### config.mk
export PLATFORM = sky130hd
export DESIGN_NAME = uart_mmio
export DESIGN_NICKNAME = d
export VERILOG_FILES = /design/src/rtl/uart_mmio.sv
export SDC_FILE = /design/constraint.sdc
export NUM_CORES = 1
export LEC_CHECK = 0
export CORE_ASPECT_RATIO = 1.1
export CORE_MARGIN = 4
export CORE_UTILIZATION = 55
export CTS_CLUSTER_DIAMETER = 60
export DETAILED_ROUTE_END_ITERATION = 6
export GPL_ROUTABILITY_DRIVEN = 0
export PLACE_DENSITY = 0.84
export SLEW_MARGIN = 20
export SYNTH_ARGS = -nofsm -noshare
export SYNTH_HDL_FRONTEND = slang
export SYNTH_SLANG_ARGS = --single-unit
### constraint.sdc
create_clock -name clk -period 4.25 [get_ports clk]
set_clock_uncertainty 0.1 [all_clocks]
set_input_delay 0.85 -clock clk [delete_from_list [all_inputs] [get_ports clk]]
set_output_delay 0.85 -clock clk [all_outputs]
set_load 0.1 [all_outputs]
### src/rtl/uart_mmio.sv
// Memory-mapped 8N1 UART: TXDATA / RXDATA / STATUS window on the data-memory bus,
// with a transmit shifter, a 2-flop synchronised receiver and an RX FIFO.
module uart_mmio #(
  parameter logic [31:0] BASE_ADDR    = 32'h0000_0400,
  parameter int unsigned CLKS_PER_BIT = 10416,
  parameter int unsigned FIFO_DEPTH   = 16
) (
  input  logic        clk,
  input  logic        reset,
  input  logic [31:0] mem_addr,
  input  logic [31:0] mem_wdata,
  input  logic        mem_we,
  input  logic        mem_re,
  output logic [31:0] mem_rdata,
  output logic        sel,
  input  logic        rx,
  output logic        tx
);

  localparam int unsigned CW = $clog2(CLKS_PER_BIT);
  localparam int unsigned AW = $clog2(FIFO_DEPTH);
  localparam logic [CW-1:0] BIT_END  = CW'(CLKS_PER_BIT - 1);
  localparam logic [CW-1:0] HALF_END = CW'(CLKS_PER_BIT / 2 - 1);

  typedef enum logic [1:0] {TX_IDLE, TX_START, TX_DATA, TX_STOP} tx_state_e;
  typedef enum logic [2:0] {RX_IDLE, RX_START, RX_DATA, RX_STOP, RX_WAIT} rx_state_e;

  // ---------------- address decode ----------------
  logic [1:0] off;
  logic       in_win;
  logic       wr_tx;
  logic       rd_rx;
  logic       rd_stat;
  logic       unused_bits;

  assign off         = mem_addr[3:2];
  assign in_win      = (mem_addr[31:4] == BASE_ADDR[31:4]);
  assign sel         = in_win && (off != 2'b11);
  assign wr_tx       = mem_we && sel && (off == 2'b00);
  assign rd_rx       = mem_re && sel && (off == 2'b01);
  assign rd_stat     = mem_re && sel && (off == 2'b10);
  assign unused_bits = ^{mem_wdata[31:8], mem_addr[1:0]};

  // ---------------- transmitter ----------------
  tx_state_e     tx_state_q;
  logic [CW-1:0] tx_cnt_q;
  logic [2:0]    tx_bit_q;
  logic [7:0]    tx_shift_q;
  logic          tx_q;
  logic          tx_busy;

  assign tx      = tx_q;
  assign tx_busy = (tx_state_q != TX_IDLE);

  // TX FSM: each of start, 8 data and stop bits is held for CLKS_PER_BIT cycles
  always_ff @(posedge clk or negedge reset) begin
    if (!reset) begin
      tx_state_q <= TX_IDLE;
      tx_cnt_q   <= '0;
      tx_bit_q   <= '0;
      tx_shift_q <= '0;
      tx_q       <= 1'b1;
    end else begin
      case (tx_state_q)
        TX_IDLE: begin
          if (wr_tx) begin
            tx_shift_q <= mem_wdata[7:0];
            tx_cnt_q   <= '0;
            tx_q       <= 1'b0;
            tx_state_q <= TX_START;
          end
        end
        TX_START: begin
          if (tx_cnt_q == BIT_END) begin
            tx_cnt_q   <= '0;
            tx_bit_q   <= '0;
            tx_q       <= tx_shift_q[0];
            tx_shift_q <= {1'b0, tx_shift_q[7:1]};
            tx_state_q <= TX_DATA;
          end else begin
            tx_cnt_q <= tx_cnt_q + 1'b1;
          end
        end
        TX_DATA: begin
          if (tx_cnt_q == BIT_END) begin
            tx_cnt_q <= '0;
            if (tx_bit_q == 3'd7) begin
              tx_q       <= 1'b1;
              tx_state_q <= TX_STOP;
            end else begin
              tx_bit_q   <= tx_bit_q + 1'b1;
              tx_q       <= tx_shift_q[0];
              tx_shift_q <= {1'b0, tx_shift_q[7:1]};
            end
          end else begin
            tx_cnt_q <= tx_cnt_q + 1'b1;
          end
        end
        TX_STOP: begin
          if (tx_cnt_q == BIT_END) begin
            tx_cnt_q   <= '0;
            tx_state_q <= TX_IDLE;
          end else begin
            tx_cnt_q <= tx_cnt_q + 1'b1;
          end
        end
        default: tx_state_q <= TX_IDLE;
      endcase
    end
  end

  // ---------------- receiver ----------------
  logic rx_s1_q;
  logic rx_s2_q;
  logic rx_prev_q;

  // Two-flop synchroniser plus one delayed copy for falling-edge detection
  always_ff @(posedge clk or negedge reset) begin
    if (!reset) begin
      rx_s1_q   <= 1'b1;
      rx_s2_q   <= 1'b1;
      rx_prev_q <= 1'b1;
    end else begin
      rx_s1_q   <= rx;
      rx_s2_q   <= rx_s1_q;
      rx_prev_q <= rx_s2_q;
    end
  end

  rx_state_e     rx_state_q;
  logic [CW-1:0] rx_cnt_q;
  logic [2:0]    rx_bit_q;
  logic [7:0]    rx_shift_q;
  logic          rx_push;
  logic          rx_frame_err;

  assign rx_push      = (rx_state_q == RX_STOP) && (rx_cnt_q == BIT_END) && rx_s2_q;
  assign rx_frame_err = (rx_state_q == RX_STOP) && (rx_cnt_q == BIT_END) && !rx_s2_q;

  // RX FSM: half-bit wait to the start-bit centre, then one sample per bit period
  always_ff @(posedge clk or negedge reset) begin
    if (!reset) begin
      rx_state_q <= RX_IDLE;
      rx_cnt_q   <= '0;
      rx_bit_q   <= '0;
      rx_shift_q <= '0;
    end else begin
      case (rx_state_q)
        RX_IDLE: begin
          if (rx_prev_q && !rx_s2_q) begin
            rx_cnt_q   <= '0;
            rx_state_q <= RX_START;
          end
        end
        RX_START: begin
          if (rx_cnt_q == HALF_END) begin
            rx_cnt_q   <= '0;
            rx_bit_q   <= '0;
            rx_state_q <= rx_s2_q ? RX_IDLE : RX_DATA;
          end else begin
            rx_cnt_q <= rx_cnt_q + 1'b1;
          end
        end
        RX_DATA: begin
          if (rx_cnt_q == BIT_END) begin
            rx_cnt_q   <= '0;
            rx_shift_q <= {rx_s2_q, rx_shift_q[7:1]};
            if (rx_bit_q == 3'd7) begin
              rx_state_q <= RX_STOP;
            end else begin
              rx_bit_q <= rx_bit_q + 1'b1;
            end
          end else begin
            rx_cnt_q <= rx_cnt_q + 1'b1;
          end
        end
        RX_STOP: begin
          if (rx_cnt_q == BIT_END) begin
            rx_cnt_q   <= '0;
            rx_state_q <= rx_s2_q ? RX_IDLE : RX_WAIT;
          end else begin
            rx_cnt_q <= rx_cnt_q + 1'b1;
          end
        end
        RX_WAIT: begin
          if (rx_s2_q) begin
            rx_state_q <= RX_IDLE;
          end
        end
        default: rx_state_q <= RX_IDLE;
      endcase
    end
  end

  // ---------------- RX FIFO and sticky flags ----------------
  logic [7:0]  fifo_mem_q [FIFO_DEPTH];
  logic [AW:0] wptr_q, wptr_d;
  logic [AW:0] rptr_q, rptr_d;
  logic        overrun_q, overrun_d;
  logic        frame_err_q, frame_err_d;
  logic        rx_empty;
  logic        rx_full;
  logic        pop;
  logic        push_ok;

  assign rx_empty = (rptr_q == wptr_q);
  assign rx_full  = (rptr_q[AW-1:0] == wptr_q[AW-1:0]) && (rptr_q[AW] != wptr_q[AW]);
  assign pop      = rd_rx && !rx_empty;
  // A pop in the same cycle frees the slot, so a push into a full FIFO still lands
  assign push_ok  = rx_push && (!rx_full || pop);

  // Next pointers and flags; a flag being set wins over a same-cycle STATUS clear
  always_comb begin
    wptr_d      = wptr_q;
    rptr_d      = rptr_q;
    overrun_d   = overrun_q;
    frame_err_d = frame_err_q;
    if (pop) begin
      rptr_d = rptr_q + 1'b1;
    end
    if (push_ok) begin
      wptr_d = wptr_q + 1'b1;
    end
    if (rd_stat) begin
      overrun_d   = 1'b0;
      frame_err_d = 1'b0;
    end
    if (rx_push && rx_full && !pop) begin
      overrun_d = 1'b1;
    end
    if (rx_frame_err) begin
      frame_err_d = 1'b1;
    end
  end

  // Pointer and flag registers
  always_ff @(posedge clk or negedge reset) begin
    if (!reset) begin
      wptr_q      <= '0;
      rptr_q      <= '0;
      overrun_q   <= 1'b0;
      frame_err_q <= 1'b0;
    end else begin
      wptr_q      <= wptr_d;
      rptr_q      <= rptr_d;
      overrun_q   <= overrun_d;
      frame_err_q <= frame_err_d;
    end
  end

  // FIFO storage; contents are only visible through the pointers, so no reset
  always_ff @(posedge clk) begin
    if (push_ok) begin
      fifo_mem_q[wptr_q[AW-1:0]] <= rx_shift_q;
    end
  end

  // Combinational read mux for the addressed register
  always_comb begin
    mem_rdata = '0;
    if (sel) begin
      case (off)
        2'b01:   mem_rdata = rx_empty ? '1 : {24'b0, fifo_mem_q[rptr_q[AW-1:0]]};
        2'b10:   mem_rdata = {27'b0, frame_err_q, overrun_q, rx_full, rx_empty, tx_busy};
        default: mem_rdata = '0;
      endcase
    end
  end

endmodule

==> results.py <==
metrics = {
    "synth": {
        "synthArstFlopShare_pct": 35.7,
        "synth_nets": 746,
        "ys_types": 62,
        "synth_area_um2": 9240,
        "yosysWarnings": 0,
        "ys.flop_type": "edfxtp_1",
        "synth_edf_count": 128,
        "yosysSeqAreaShare_pct": 60.9,
        "synthCells": 657,
        "avgSynthCellArea_um2": 14.1,
        "synth-seq-cells": 199,
    },
    "critical_path": {
        "worstRegToRegCells": 7,
        "path_class": "in2out",
        "rr_endpoint": "fifo_mem_q[15][0]",
        "crit_arrival_ns": 3.07,
        "rrSetupSlack_ns": 1.14,
        "r2r-start": "rx_cnt_q[0]",
        "startpoint_type": "input pin",
        "cp_max_fo": 24,
        "cp.required_ns": 3.30,
        "cp-end-kind": "output port",
    },
    "cts": {
        "cts_tree": "done",
        "clkLatencyLatePin_ns": 0.43,
        "cts_buffers": 17,
        "cts.clk_slew.worst_paths_ns": 0.07,
        "cts_hold_buf": 0,
        "clockRootBuffer": "clkbuf_16",
        "cts_resized": 0,
        "cts_setup_buffers": 0,
        "clockBufferDepth": 2,
        "cts.sinks": 199,
        "htreeDepth": 4,
    },
    "routing": {
        "vias_per_cell": 6.31,
        "dr.pass1.iters": 5,
        "wl_mm": 21.1,
        "num_vias": 5972,
        "drc": 0,
        "ant_nets": 0,
        "wire_per_inst_um": 22.3,
        "drt_first_iter_violations": 536,
    },
    "power_and_ir_drop": {
        "powerDensity_nw_per_um2": 360,
        "ir_drop_mv": 0.295,
        "p_leak_nw": 4.37,
        "fin_total_pwr_mw": 4.02,
    },
    "sta": {
        "tns_ns": 0,
        "worst_pin_slew_ns": 0.974,
        "maxSlewHeadroom_pct": 34.8,
        "finalCritPeriodShare_pct": 94.6,
        "setup_viol": 0,
        "layout_min_cycle_time_ns": 4.02,
        "grt_setup_unrepaired": "false",
        "maxSlewViolCount": 0,
        "hold_viol_final": 0,
        "clock.fmax_mhz": 249,
    },
    "floorplanning": {
        "start_util_pct": 56.2,
        "core_um2": 16400,
        "num_rows": 49,
        "fp.dieW_um": 132,
        "die_y_um": 144,
        "io_pins": 103,
        "dieArea_um2": 18900,
    },
    "cells_and_area": {
        "post-route-util_pct": 67.9,
        "drive_above_1_share_pct": 24.5,
        "diodes": 0,
        "stdcell_count": 947,
        "nets": 819,
        "syn_to_final_growth_pct": 20.8,
        "stdcell_area_um2": 11200,
    },
    "grt": {
        "grt_max_degree": 62,
        "antenna_found_initial": 0,
        "grt_pass1_vias": 5935,
        "gr-total-overflow": 0,
        "grtUsageTotal_pct": 22.5,
        "grt_pass1_wl_mm": 32.8,
    },
    "place": {
        "placed_cells": 915,
        "port_buffers": 76,
        "place_area_um2": 10600,
        "dp_hpwl_mm": 14.3,
    },
    "job": {
        "cap_violations": 0,
    },
    "run_status": {
        "status": "finished, final reports clean",
    },
    "min_path": {
        "min_path_type": "in2async",
    },
}
-- area by class of cell --
cell class	instances	area (µm²)
clock inverter	15	170
tap	204	255
sequential	199	5630
timing repair buffer	105	1320
clock buffer	17	425
fill	1041	5270
inverter	20	75.1
multi-input combinational	387	3300
-- state kept, by name, indices dropped and copies added, names as in the netlist --
signal,flops
rx_shift_q,8
rx_s1_q,1
tx_state_q,2
rx_cnt_q,14
tx,1
rx_state_q,3
wptr_q,5
tx_cnt_q,14
rx_prev_q,1
tx_bit_q,3
fifo_mem_q,128
rx_s2_q,1
rx_bit_q,3
frame_err_q,1
rptr_q,5
tx_shift_q,8
overrun_q,1
-- cell usage after synthesis, types with 5 or more instances --
master | count | share of area (%)
edfxtp_1 | 128 | 42
dfrtp_1 | 67 | 18
nand2_1 | 40 | 1.6
mux4_2 | 32 | 7.8
mux2_2 | 27 | 3.3
o21ai_0 | 27 | 1.5
nor2_1 | 26 | 1.1
nor4_1 | 24 | 1.6
buf_4 | 23 | 1.9
ha_1 | 20 | 2.7
inv_1 | 18 | 0.73
nand3_1 | 18 | 0.97
nor3_1 | 17 | 0.92
clkbuf_1 | 15 | 0.61
a22oi_1 | 13 | 1.1
xnor2_1 | 10 | 0.95
a21oi_1 | 9 | 0.49
buf_2 | 9 | 0.49
nand2b_1 | 9 | 0.61
a31oi_1 | 8 | 0.54
and3_1 | 8 | 0.54
nand4_1 | 8 | 0.54
o31ai_1 | 6 | 0.49
xor2_1 | 6 | 0.57
a21o_1 | 5 | 0.41
nor2b_1 | 5 | 0.34
o211ai_1 | 5 | 0.41
o21ai_1 | 5 | 0.27
or3_1 | 5 | 0.34
-- critical path: stages --
cell             delay [ns]
clkdlybuf4s50_1        0.47
ha_1                   0.21
nor4_1                 0.16
nand4_1                0.25
nor2_4                 0.23
nand2_1                0.19
nor2_4                 0.16
buf_12                 0.29
buf_12                 0.22
-- power by group --
group          total (mW)  leakage [nW]  switching [mW]  internal, mW
Clock                1.62         0.276           0.740         0.883
Sequential           2.14          2.44          0.0510          2.09
Combinational       0.262          1.65           0.143         0.119
-- routing by layer --
layer  wire, µm  up-vias  part of all wire, %  global-route usage (%)
met4        495        0                  2.3                    7.41
met2      11300      258                   53                    40.0
li1           -     2671                    -                       -
met3       1360       37                  6.4                    4.66
met1       7990     3006                   38                    28.0
met5          0        -                    0                       0
-- worst max path at each step --
stage	start	to	slack, ns	cells after the start
6_report	mem_addr[3]	mem_rdata[16]	0.23	9
5_1_grt	mem_addr[2]	mem_rdata[16]	0.005	9
4_1_cts	mem_addr[2]	mem_rdata[16]	0.24	9
3_5_place_dp	mem_addr[2]	mem_rdata[16]	0.29	9
3_3_place_gp	mem_addr[2]	mem_rdata[21]	0.28	9
2_1_floorplan	mem_addr[2]	mem_rdata[10]	-0.1	7
-- placed cells by master (no fill, tap or decap), types with 20 or more instances in the layout --
cell type        synthesis  routed
nand2_1                 40      40
buf_4                   23      28
nor2_1                  26      24
edfxtp_1               128     128
nor4_1                  24      24
ha_1                    20      20
o21ai_0                 27      27
buf_12                   0      34
mux2_2                  27      27
clkdlybuf4s50_1          0      42
mux4_2                  32      32
dfrtp_1                 67      66
-- logic make-up (layout without fill, tap and decap cells) --
group,after synthesis,after routing,share of synthesized area [%]
XOR/XNOR,16,16,1.52
AO/OA/AOI/OAI,107,107,8.18
adder cells (fa/ha/maj),20,20,2.71
multiplexers,60,60,11.2
flip-flops,199,199,60.9
buffers and inverters,71,157,3.94
AND/OR/NAND/NOR,184,184,11.6
-- stage by stage --
step | hold WS (ns) | setup WS [ns]
2_1_floorplan | 0.245 | -0.0951
3_3_place_gp | 0.247 | 0.278
3_5_place_dp | 0.247 | 0.285
6_report | 0.208 | 0.232
5_1_grt | 0.204 | 0.00502
4_1_cts | 0.200 | 0.237
No activity file was read; power rests on OpenSTA's default activity.
